--- config.mk ---
export PLATFORM = sky130hd
export DESIGN_NAME = booth_operand_feeder
export DESIGN_NICKNAME = d
export VERILOG_FILES = /design/src/rtl/booth_feed_pkg.sv /design/src/rtl/booth_feed_fifo.sv /design/src/rtl/booth_operand_feeder.sv
export SDC_FILE = /design/constraint.sdc
export NUM_CORES = 1
export LEC_CHECK = 0
export ABC_AREA = 1
export CAP_MARGIN = 15
export CORE_UTILIZATION = 60
export CTS_BUF_LIST = sky130_fd_sc_hd__clkbuf_4 sky130_fd_sc_hd__clkbuf_8
export DETAILED_ROUTE_END_ITERATION = 12
export GPL_TIMING_DRIVEN = 0
export HOLD_SLACK_MARGIN = 0.03
export PLACE_DENSITY = 0.88
export SLEW_MARGIN = 20
export SYNTH_ARGS = -nofsm -noshare
export SYNTH_HDL_FRONTEND = slang
export SYNTH_SLANG_ARGS = --single-unit
export TNS_END_PERCENT = 100
--- constraint.sdc ---
create_clock -name clk -period 4.1 [get_ports clk]
set_clock_uncertainty 0.15 [all_clocks]
set_input_delay 1.23 -clock clk [delete_from_list [all_inputs] [get_ports clk]]
set_output_delay 1.23 -clock clk [all_outputs]
set_load 0.03 [all_outputs]
--- src/rtl/booth_feed_pkg.sv ---
// Shared definitions for the Booth multiplier operand feeder:
// FSM state encoding and default configuration values.
package booth_feed_pkg;

    localparam int unsigned DEF_WIDTH          = 8;
    localparam int unsigned DEF_DEPTH          = 4;
    localparam int unsigned DEF_TIMEOUT_CYCLES = 64;

    typedef enum logic [2:0] {
        IDLE  = 3'd0,
        ISSUE = 3'd1,
        GUARD = 3'd2,
        WAIT  = 3'd3,
        HOLD  = 3'd4
    } state_t;

endpackage

--- src/rtl/booth_feed_fifo.sv ---
// Operand-pair FIFO for the Booth feeder. Each entry holds {a, b} (2*WIDTH bits).
// Pointers carry one extra wrap bit so full and empty are distinguishable.
// A push is ignored while full even if a pop happens in the same cycle.
module booth_feed_fifo
    import booth_feed_pkg::*;
#(
    parameter int unsigned WIDTH = DEF_WIDTH,
    parameter int unsigned DEPTH = DEF_DEPTH
) (
    input  logic               clk,
    input  logic               rst_n,
    input  logic               push,
    input  logic [2*WIDTH-1:0] din,
    input  logic               pop,
    output logic [2*WIDTH-1:0] head,
    output logic               full,
    output logic               empty
);

    localparam int unsigned PW = $clog2(DEPTH);

    logic [2*WIDTH-1:0] mem [DEPTH];
    logic [PW:0]        wptr;
    logic [PW:0]        rptr;
    logic               do_push;
    logic               do_pop;

    assign full    = (wptr[PW] != rptr[PW]) && (wptr[PW-1:0] == rptr[PW-1:0]);
    assign empty   = (wptr == rptr);
    assign do_push = push && !full;
    assign do_pop  = pop && !empty;
    assign head    = mem[rptr[PW-1:0]];

    // Storage array; contents need no reset since empty gates every read.
    always_ff @(posedge clk) begin
        if (do_push) begin
            mem[wptr[PW-1:0]] <= din;
        end
    end

    // Read and write pointers, wrapping modulo 2*DEPTH.
    always_ff @(posedge clk or negedge rst_n) begin
        if (!rst_n) begin
            wptr <= '0;
            rptr <= '0;
        end else begin
            if (do_push) begin
                wptr <= wptr + 1'b1;
            end
            if (do_pop) begin
                rptr <= rptr + 1'b1;
            end
        end
    end

endmodule

--- src/rtl/booth_operand_feeder.sv ---
// Upstream sequencer for the Booth multiplier: queues signed operand pairs,
// issues one multiplication at a time, captures the product and offers it
// on a valid/ready result port.
// Optional watchdog: define BOOTH_FEED_TIMEOUT_EN to bound the wait for
// mul_finish to TIMEOUT_CYCLES; otherwise res_err is constant 0.
module booth_operand_feeder
    import booth_feed_pkg::*;
#(
    parameter int unsigned WIDTH          = DEF_WIDTH,
    parameter int unsigned DEPTH          = DEF_DEPTH,
    parameter int unsigned TIMEOUT_CYCLES = DEF_TIMEOUT_CYCLES
) (
    input  logic               clk,
    input  logic               rst_n,
    input  logic               in_valid,
    output logic               in_ready,
    input  logic [WIDTH-1:0]   in_a,
    input  logic [WIDTH-1:0]   in_b,
    output logic               mul_start,
    output logic [WIDTH-1:0]   mul_multiplicand,
    output logic [WIDTH-1:0]   mul_multiplier,
    input  logic               mul_finish,
    input  logic [2*WIDTH-1:0] mul_product,
    output logic               res_valid,
    input  logic               res_ready,
    output logic [2*WIDTH-1:0] res_product,
    output logic               res_err,
    output logic               busy
);

    if (DEPTH < 2 || (DEPTH & (DEPTH - 1)) != 0 || TIMEOUT_CYCLES < 1) begin : g_bad_cfg
        $error("booth_operand_feeder: DEPTH must be a power of 2 >= 2 and TIMEOUT_CYCLES >= 1");
    end

    state_t             state;
    logic [2*WIDTH-1:0] head;
    logic               full;
    logic               empty;
    logic               push;
    logic               pop;

    assign in_ready = !full;
    assign push     = in_valid && in_ready;

    // Pop exactly when the FSM moves into ISSUE, so the head lands in the operand regs.
    always_comb begin
        pop = 1'b0;
        if (!empty) begin
            if (state == IDLE) begin
                pop = 1'b1;
            end else if (state == HOLD && res_ready) begin
                pop = 1'b1;
            end
        end
    end

    booth_feed_fifo #(
        .WIDTH (WIDTH),
        .DEPTH (DEPTH)
    ) u_fifo (
        .clk   (clk),
        .rst_n (rst_n),
        .push  (push),
        .din   ({in_a, in_b}),
        .pop   (pop),
        .head  (head),
        .full  (full),
        .empty (empty)
    );

`ifdef BOOTH_FEED_TIMEOUT_EN
    localparam int unsigned WDW = $clog2(TIMEOUT_CYCLES + 1);
    localparam logic [WDW-1:0] WDOG_LAST = WDW'(TIMEOUT_CYCLES - 1);
    logic [WDW-1:0] wdog;
`else
    assign res_err = 1'b0;
`endif

    // Sequencer FSM with registered start, operand, result and status outputs.
    always_ff @(posedge clk or negedge rst_n) begin
        if (!rst_n) begin
            state            <= IDLE;
            mul_start        <= 1'b0;
            mul_multiplicand <= '0;
            mul_multiplier   <= '0;
            res_valid        <= 1'b0;
            res_product      <= '0;
            busy             <= 1'b0;
`ifdef BOOTH_FEED_TIMEOUT_EN
            res_err          <= 1'b0;
            wdog             <= '0;
`endif
        end else begin
            mul_start <= 1'b0;
            case (state)
                IDLE: begin
                end
                ISSUE: begin
                    state <= GUARD;
                end
                // A finish still high from the previous operation is ignored here.
                GUARD: begin
                    state <= WAIT;
                end
                WAIT: begin
                    if (mul_finish) begin
                        res_product <= mul_product;
                        res_valid   <= 1'b1;
                        state       <= HOLD;
`ifdef BOOTH_FEED_TIMEOUT_EN
                    end else if (wdog == WDOG_LAST) begin
                        res_product <= '0;
                        res_err     <= 1'b1;
                        res_valid   <= 1'b1;
                        state       <= HOLD;
                    end else begin
                        wdog <= wdog + 1'b1;
`endif
                    end
                end
                HOLD: begin
                    if (res_ready) begin
                        res_valid <= 1'b0;
`ifdef BOOTH_FEED_TIMEOUT_EN
                        res_err   <= 1'b0;
`endif
                        state     <= IDLE;
                        busy      <= 1'b0;
                    end
                end
                default: begin
                    state <= IDLE;
                    busy  <= 1'b0;
                end
            endcase
            // Issue path shared by IDLE and HOLD; overrides the assignments above.
            if (pop) begin
                state                              <= ISSUE;
                mul_start                          <= 1'b1;
                {mul_multiplicand, mul_multiplier} <= head;
                busy                               <= 1'b1;
`ifdef BOOTH_FEED_TIMEOUT_EN
                wdog                               <= '0;
`endif
            end
        end
    end

endmodule

# == Word-level counts from Yosys, hierarchy flattened ==
# Memories as Yosys holds them, arrays and structs flattened. A register that Yosys moved wholly into a read port is not among the register bits.
# Cells that the tools add are included.
# totals
reg_bits,28
latchBits,0
mem_bits_rw,64
mem_bits_ro,0
input_bits,37
output_inout_bits,37
wordCells,53
mem_count,1
# memory_table
name,depth,width,read_ports,rd_clocked_by_memory_dff,write_ports,line_no,text
u_fifo.mem,4,16,1,1,1,booth_feed_fifo.sv:22,logic [2*WIDTH-1:0] mem [DEPTH];
# classes
addsub,2
multipliers,0
div_mod_pow,0
n_lt_le_gt_ge,0
eq_ne,13
n_shift,0
muxes,15
bitwise,0
reduce_logical,15
# op_table
operator,count
$pmux W3 S5,1
$mux W1,9
$mux W3,3
$add A3 B1 Y3 const B,2
$eq A3 B2 Y1 const B,2
$ne A3 B2 Y1 const B,2
$reduce_and A3 Y1,2
$logic_and A1 B1 Y1,5
$ne A2 B1 Y1 const B,2
$ne A2 B2 Y1 const B,2
$pmux W1 S2,2
$reduce_and A2 Y1,2
$reduce_or A4 Y1,1
$eq A3 B1 Y1 const B,1
$eq A3 B3 Y1,1
$eq A3 B3 Y1 const B,1
$logic_not A1 Y1,3
$logic_not A3 Y1,1
$eq A2 B2 Y1,1
$reduce_bool A2 Y1,1
$ne A1 B1 Y1,1

# == Logic depth before layout (Yosys ltp) ==
# Gate-level depths: netlist of run 1.
# logic_depth
ltp_word,7
mapped_depth,9
mapped_depth_nobuf,7

# == Hierarchy ==
# From an unflattened synthesis of run 1, not the netlist that was laid out.
# hier_totals
cells_unflattened,402
hier_area_um2,4455.5
# modules_own_cells
mod,instances,cells_each,area_per_inst_um2,seq_area_each_um2
booth_feed_fifo,1,215,2816.5,2072.0
booth_operand_feeder,1,187,1639.1,950.9

# == Worst setup path after synthesis of run 1 ==
# OpenSTA, ideal clock, no wires.
# synth_path
path_type,input -> register
start,in in_valid
end,mem u_fifo.mem[0][0] (netlist bit) (enable)
setup_ns,0.389
arrival_ns,2.042
required_time_ns,3.561
setup_slack_ns,1.519
stages,2
n_path_buf,0
cell_sequence,nand2_2 -> nor2_1
# synth_between
elab_chain_len,4
# synth_lines
item,line_no,text
"start, declared",booth_operand_feeder.sv:15,"input logic in_valid,"
$logic_and A1 B1 Y1,booth_operand_feeder.sv:43,assign push = in_valid && in_ready;
$logic_and A1 B1 Y1,booth_feed_fifo.sv:30,assign do_push = push && !full;
$mux W1,booth_feed_fifo.sv:36,if (do_push) begin
$mux W1 (not written as such),booth_feed_fifo.sv:37,mem[wptr[PW-1:0]] <= din;
"end, declared",booth_feed_fifo.sv:22,
# Every way passes these cells.

# == Final worst setup path of run 1 ==
# layout_path
start,reg u_fifo.rptr[1]
end,out in_ready
# layout_between
elab_chain_len,3
# layout_lines
item,line_no,text
"start, declared",booth_feed_fifo.sv:24,logic [PW:0] rptr;
"start signal, assigned",booth_feed_fifo.sv:51,rptr <= rptr + 1'b1;
$eq A2 B2 Y1,booth_feed_fifo.sv:28,assign full = (wptr[PW] != rptr[PW]) && (wptr[PW-1:0] == rptr[PW-1:0]);
$logic_and A1 B1 Y1,booth_feed_fifo.sv:28,
$logic_not A1 Y1,booth_operand_feeder.sv:42,assign in_ready = !full;
"end, declared",booth_operand_feeder.sv:16,"output logic in_ready,"
# Every way passes these cells.

==> results of run 1 <==
## how the worst min path moves through the flow
stage	start	to	depth (start not counted)
6_report	res_product[13]	res_product[13]	2
5_1_grt	mul_multiplicand[5]	mul_multiplicand[5]	2
4_1_cts	res_product[8]	res_product[8]	2
3_5_place_dp	res_product[8]	res_product[8]	2
3_3_place_gp	res_product[12]	res_product[12]	2
2_1_floorplan	u_fifo.wptr[1]	u_fifo.wptr[1]	2
## sequential cells by signal, indices dropped and copies added (netlist names)
register / count
busy: 1
state: 3
res_product: 16
res_valid: 1
u_fifo.mem: 64
u_fifo.rptr: 3
mul_multiplier: 8
mul_start: 1
u_fifo.wptr: 3
mul_multiplicand: 8
## synthesized netlist by cell type
cell,instances
inv_4,2
xor2_1,2
buf_6,5
buf_4,5
o21ai_0,3
nand3_1,76
nand2_1,174
nand2_2,1
dfrtp_1,44
ha_1,5
edfxtp_1,64
nor3_4,1
inv_2,3
clkbuf_1,3
inv_1,76
nor2_1,5
conb_1,1
nand2_4,1
buf_2,8
o21ai_1,1
## layer usage
layer	track usage	part of all wire	vias to the layer above	routed length (µm)
met3	0.0516	0.072	27	710
met5	0	0	-	0
met4	0.130	0.030	0	291
met2	0.434	0.48	149	4780
met1	0.325	0.41	1632	4080
li1	-	-	1672	-
## stage by stage
stage               cells   util
detailed placement    655  0.756
global placement      650  0.747
floorplan             480      -
CTS                   671  0.784
finish                671  0.784
global route          671  0.784
## report_power, final
part	switching, mW	internal (mW)	total, mW
Combinational	1.30	0.745	2.04
Clock	0.351	0.309	0.660
Sequential	0.160	1.50	1.66
## cells by family after synthesis
group | count (synthesis)
fa+ha+maj | 5
xor+xnor | 2
simple gates | 258
other cells | 1
flops | 108
buf+inv | 102
compound gates | 4
## critical path: stages (launching register included)
cell and delay (ns):
dfrtp_1 0.38, buf_6 0.17, inv_4 0.07, nand2_1 0.07, nand2_1 0.07, nand3_1 0.19
clkdlybuf4s50_1 0.73
## cell type report
| class | instances | area, µm² |
|---|---|---|
| plain buffers | 21 | 145 |
| clock buffers | 11 | 145 |
| clock inverters | 5 | 58.8 |
| fillers | 482 | 1590 |
| inverters | 81 | 309 |
| multi-input cells | 270 | 1200 |
| flip-flops and latches | 108 | 3020 |
| well taps | 99 | 124 |
| repair buffers | 76 | 771 |
==> metrics.yaml, run 1 <==
status: "finished clean"
hold_buffers: 0
critPathKind: "flip-flop to primary output"
holdWs_ns: 0.329
path_clk_slew_ns: 0.09
leakage_nw: 2.77
totalWireLength_um: 9860
die_h_um: 90.2
crit_arrival_ns: 2.03
yosys.area_share.simple: 0.233
ios: 74
worstMarginPinSlew_ns: 0.670
ys_warn_count: 0
drive_above_1_share: 0.0892
fin_nets: 609
cts_sinks: 108
synthDominantCellAreaShare: 0.412
coreArea_um2: 7370
r2r_slack_ns: 1.75
post-place-ws_ns: 0.943
remaining_drc_errors: 0
syn_area_per_cell_um2: 9.72
die_area_um2: 8140
end_kind: "primary output"
startpoint: "u_fifo.rptr[1]"
power_mw: 4.36
hold_class: "flip-flop to flip-flop"
grt_pass1_wl_um: 16400
gr-total-overflow: 0
clock_latency_ns: 0.36
setup_tns_ns: 0
slew_headroom: 0.553
cts_setup_buffers: 0
first_global_vias: 3509
cp-endpoint: "in_ready"
synth_cells: 480
grt_max_degree: 35
worstRegToRegCells: 8
io_buffers: 71
r2r-end: "u_fifo.mem[3][1]"
vias: 3480
n_antenna_cell: 0
yosys.area_share.adder: 0.0134
crit_fanout: 10
rsz0062_at_grt: "no"
muxShareOfSynthArea: 0
power_density_nw_per_um2: 755
irDropWorstVdd_uv: 449
worst_ep_required_time_ns: 2.72
dieWidth_um: 90.2
ys_seq_area_frac: 0.648
start_kind: "flip-flop"
ys_seq_elements: 108
dpl.hpwl_um: 6700
drtIter0Drc: 188
synth_top_family_by_area: "simple AND/OR/NAND/NOR gates"
final_common_cell: "nand2_1"
synthesis.nets: 522
drv_slew: 0
antenna_found_initial: 0
start_util: 0.633
ant_nets: 0
grt_usage: 0.260
cts_tree: "yes"
cts_root_buffer: "clkbuf_8"
fin_area_um2: 5780
layout_setup_ws_ns: 0.688
cap_violations: 0
synth-compound-area-share: 0.00429
setup_viol: 0
num_rows: 31
fin_crit_ns: 3.41
ctsResizeCount: 0
vias_per_cell: 5.19
wl_per_cell_um: 14.7
areaGrowthSynthToFinish_pct: 23.8
synth_cell_types: 20
synth_area_leaders: "edfxtp_1 (41%), dfrtp_1 (24%), nand2_1 (14%)"
cts_max_path_buffers: 2
cts_buffers: 9
placed_cell_area_um2: 5570
final.period_utilization: 0.832
hold_viol: 0
gp_congestion: 0.794
drt_first_pass_iters: 5
r2r-start: "u_fifo.rptr[1]"
yosysTopAreaCell: "edfxtp_1"
htree_levels: 3
synth_area_um2: 4670
mostFrequentLayoutCells: "nand2_1 (174), inv_1 (76), nand3_1 (76), clkdlybuf4s50_1 (70), edfxtp_1 (64)"
synth_xor_area_frac: 0.00375
max_freq_mhz: 293
Power figures use the tool's default switching activity.
==> inputs of run 2 (changes only) <==
--- a/config.mk
+++ b/config.mk
@@ -7,12 +7,12 @@
 export LEC_CHECK = 0
 export ABC_AREA = 1
 export CAP_MARGIN = 15
-export CORE_UTILIZATION = 60
+export CORE_UTILIZATION = 50
 export CTS_BUF_LIST = sky130_fd_sc_hd__clkbuf_4 sky130_fd_sc_hd__clkbuf_8
 export DETAILED_ROUTE_END_ITERATION = 12
 export GPL_TIMING_DRIVEN = 0
 export HOLD_SLACK_MARGIN = 0.03
-export PLACE_DENSITY = 0.88
+export PLACE_DENSITY = 0.78
 export SLEW_MARGIN = 20
 export SYNTH_ARGS = -nofsm -noshare
 export SYNTH_HDL_FRONTEND = slang
==> constraint.sdc (replaced) <==
create_clock -name clk -period 2.7 [get_ports clk]
set_clock_uncertainty 0.15 [all_clocks]
set_input_delay 0.81 -clock clk [delete_from_list [all_inputs] [get_ports clk]]
set_output_delay 0.81 -clock clk [all_outputs]
set_load 0.03 [all_outputs]
==> run 2 against run 1 <==
Against the previous run: die area grew 20%; critical path depth is the same; design area shrank 0.17%; setup slack lost 0.52 ns; register-to-register slack lost 1.3 ns; hold slack lost 0.13 ns; via count shrank 1.7%; non-clock buffer count is the same; critical path type unchanged; largest cell class unchanged.
==> metrics.yaml, run 2 (synthesized netlist as in run 1, its figures left out) <==
cap_violations: 0
fin_cells: 680
drive_above_1_share: 0.0909
wl_per_cell_um: 14.2
hold_buffers: 0
power_density_nw_per_um2: 1120
cts_buffers: 9
placed_cell_area_um2: 5590
vias_per_cell: 5.03
drt_first_pass_iters: 5
die_h_um: 98.6
antenna_found_initial: 0
start_util: 0.525
cts_root_buffer: "clkbuf_8"
crit_fanout: 10
post-place-ws_ns: 0.0353
setup_tns_ns: 0
cts_tree: "yes"
gr-total-overflow: 0
num_rows: 34
ios: 74
fin_crit_ns: 2.53
worstMarginPinSlew_ns: 0.550
critPathKind: "flip-flop to primary output"
totalWireLength_um: 9670
hold_viol: 0
cts_max_path_buffers: 2
grt_pass1_wl_um: 15700
dp.cells: 664
fin_nets: 609
setup_viol: 0
cts_sinks: 108
coreArea_um2: 8890
start_kind: "flip-flop"
end_kind: "primary output"
largest_reg_flops: 64
holdWs_ns: 0.197
vias: 3421
r2r-start: "u_fifo.wptr[0]"
rsz0062_at_grt: "no"
hold_class: "input port to async pin"
first_global_vias: 3334
final.period_utilization: 0.937
io_buffers: 71
drv_slew: 0
mostFrequentLayoutCells: "nand2_1 (174), inv_1 (76), nand3_1 (76), clkdlybuf4s50_1 (69), edfxtp_1 (64)"
ant_nets: 0
r2r-end: "u_fifo.mem[1][14]"
layout_setup_ws_ns: 0.171
remaining_drc_errors: 0
htree_levels: 3
fin_area_um2: 5770
crit_arrival_ns: 1.57
dieWidth_um: 98.6
max_freq_mhz: 395
die_area_um2: 9720
grt_max_degree: 29
worst_ep_required_time_ns: 1.74
r2r_slack_ns: 0.49
dpl.hpwl_um: 6680
final_util: 0.648
status: "finished clean"
irDropWorstVdd_uv: 662
grt_usage: 0.211
worstRegToRegCells: 7
slew_headroom: 0.633
leakage_nw: 2.76
drtIter0Drc: 170
power_mw: 6.47
num-fill-cells: 716
clock_latency_ns: 0.37
path_clk_slew_ns: 0.11
n_antenna_cell: 0
areaGrowthSynthToFinish_pct: 23.5
gp_congestion: 0.763
final_common_cell: "nand2_1"
-- run 2: where the power goes --
part           total (mW)  internal (mW)  switching [mW]
logic                3.06           1.13            1.93
clock network       0.897          0.354           0.542
registers            2.52           2.28           0.236
-- run 2: how the worst max path moves through the flow --
| stage | from | to | slack (ns) |
|---|---|---|---|
| after floorplan | u_fifo.rptr[0] | u_fifo.mem[0][0] | 0.31 |
| after global placement | in_valid | u_fifo.mem[3][0] | -0.61 |
| after detailed placement | in_valid | u_fifo.mem[0][0] | 0.04 |
| after CTS | u_fifo.rptr[1] | in_ready | 0.006 |
| after global routing | u_fifo.rptr[1] | in_ready | 0.06 |
| final | u_fifo.rptr[1] | in_ready | 0.17 |
-- run 2: worst max-delay path: stages, from the launching register on --
cell and delay (ns):
dfrtp_1 0.40, buf_6 0.15, inv_4 0.10, nand2_1 0.07
nand2_1 0.08, nand3_1 0.17, clkbuf_2 0.24
-- run 2: final cells by class --
class / count / area, µm² / area share
clock buffers: 10 / 131 / 0.0228
well taps: 108 / 135 / 0.0234
multi-input cells: 270 / 1200 / 0.208
repair buffers: 76 / 773 / 0.134
plain buffers: 21 / 145 / 0.0252
clock inverters: 6 / 48.8 / 0.00846
flip-flops and latches: 108 / 3020 / 0.524
inverters: 81 / 309 / 0.0536
-- run 2: repair_timing --
item	CTS	global route
resized for setup	1	2
setup endpoints to repair	1	1
buffers inserted	0	0
hold endpoints to repair	0	0
-- run 2: per-layer routing --
layer  vias up  wire length (µm)  part of all wire  track usage
li1       1673                 -                 -            -
met5         -                 0                 0            0
met1      1593              4160              0.43        0.266
met4         0               179             0.019        0.109
met2       142              4690              0.49        0.353
met3        13               639             0.066       0.0362
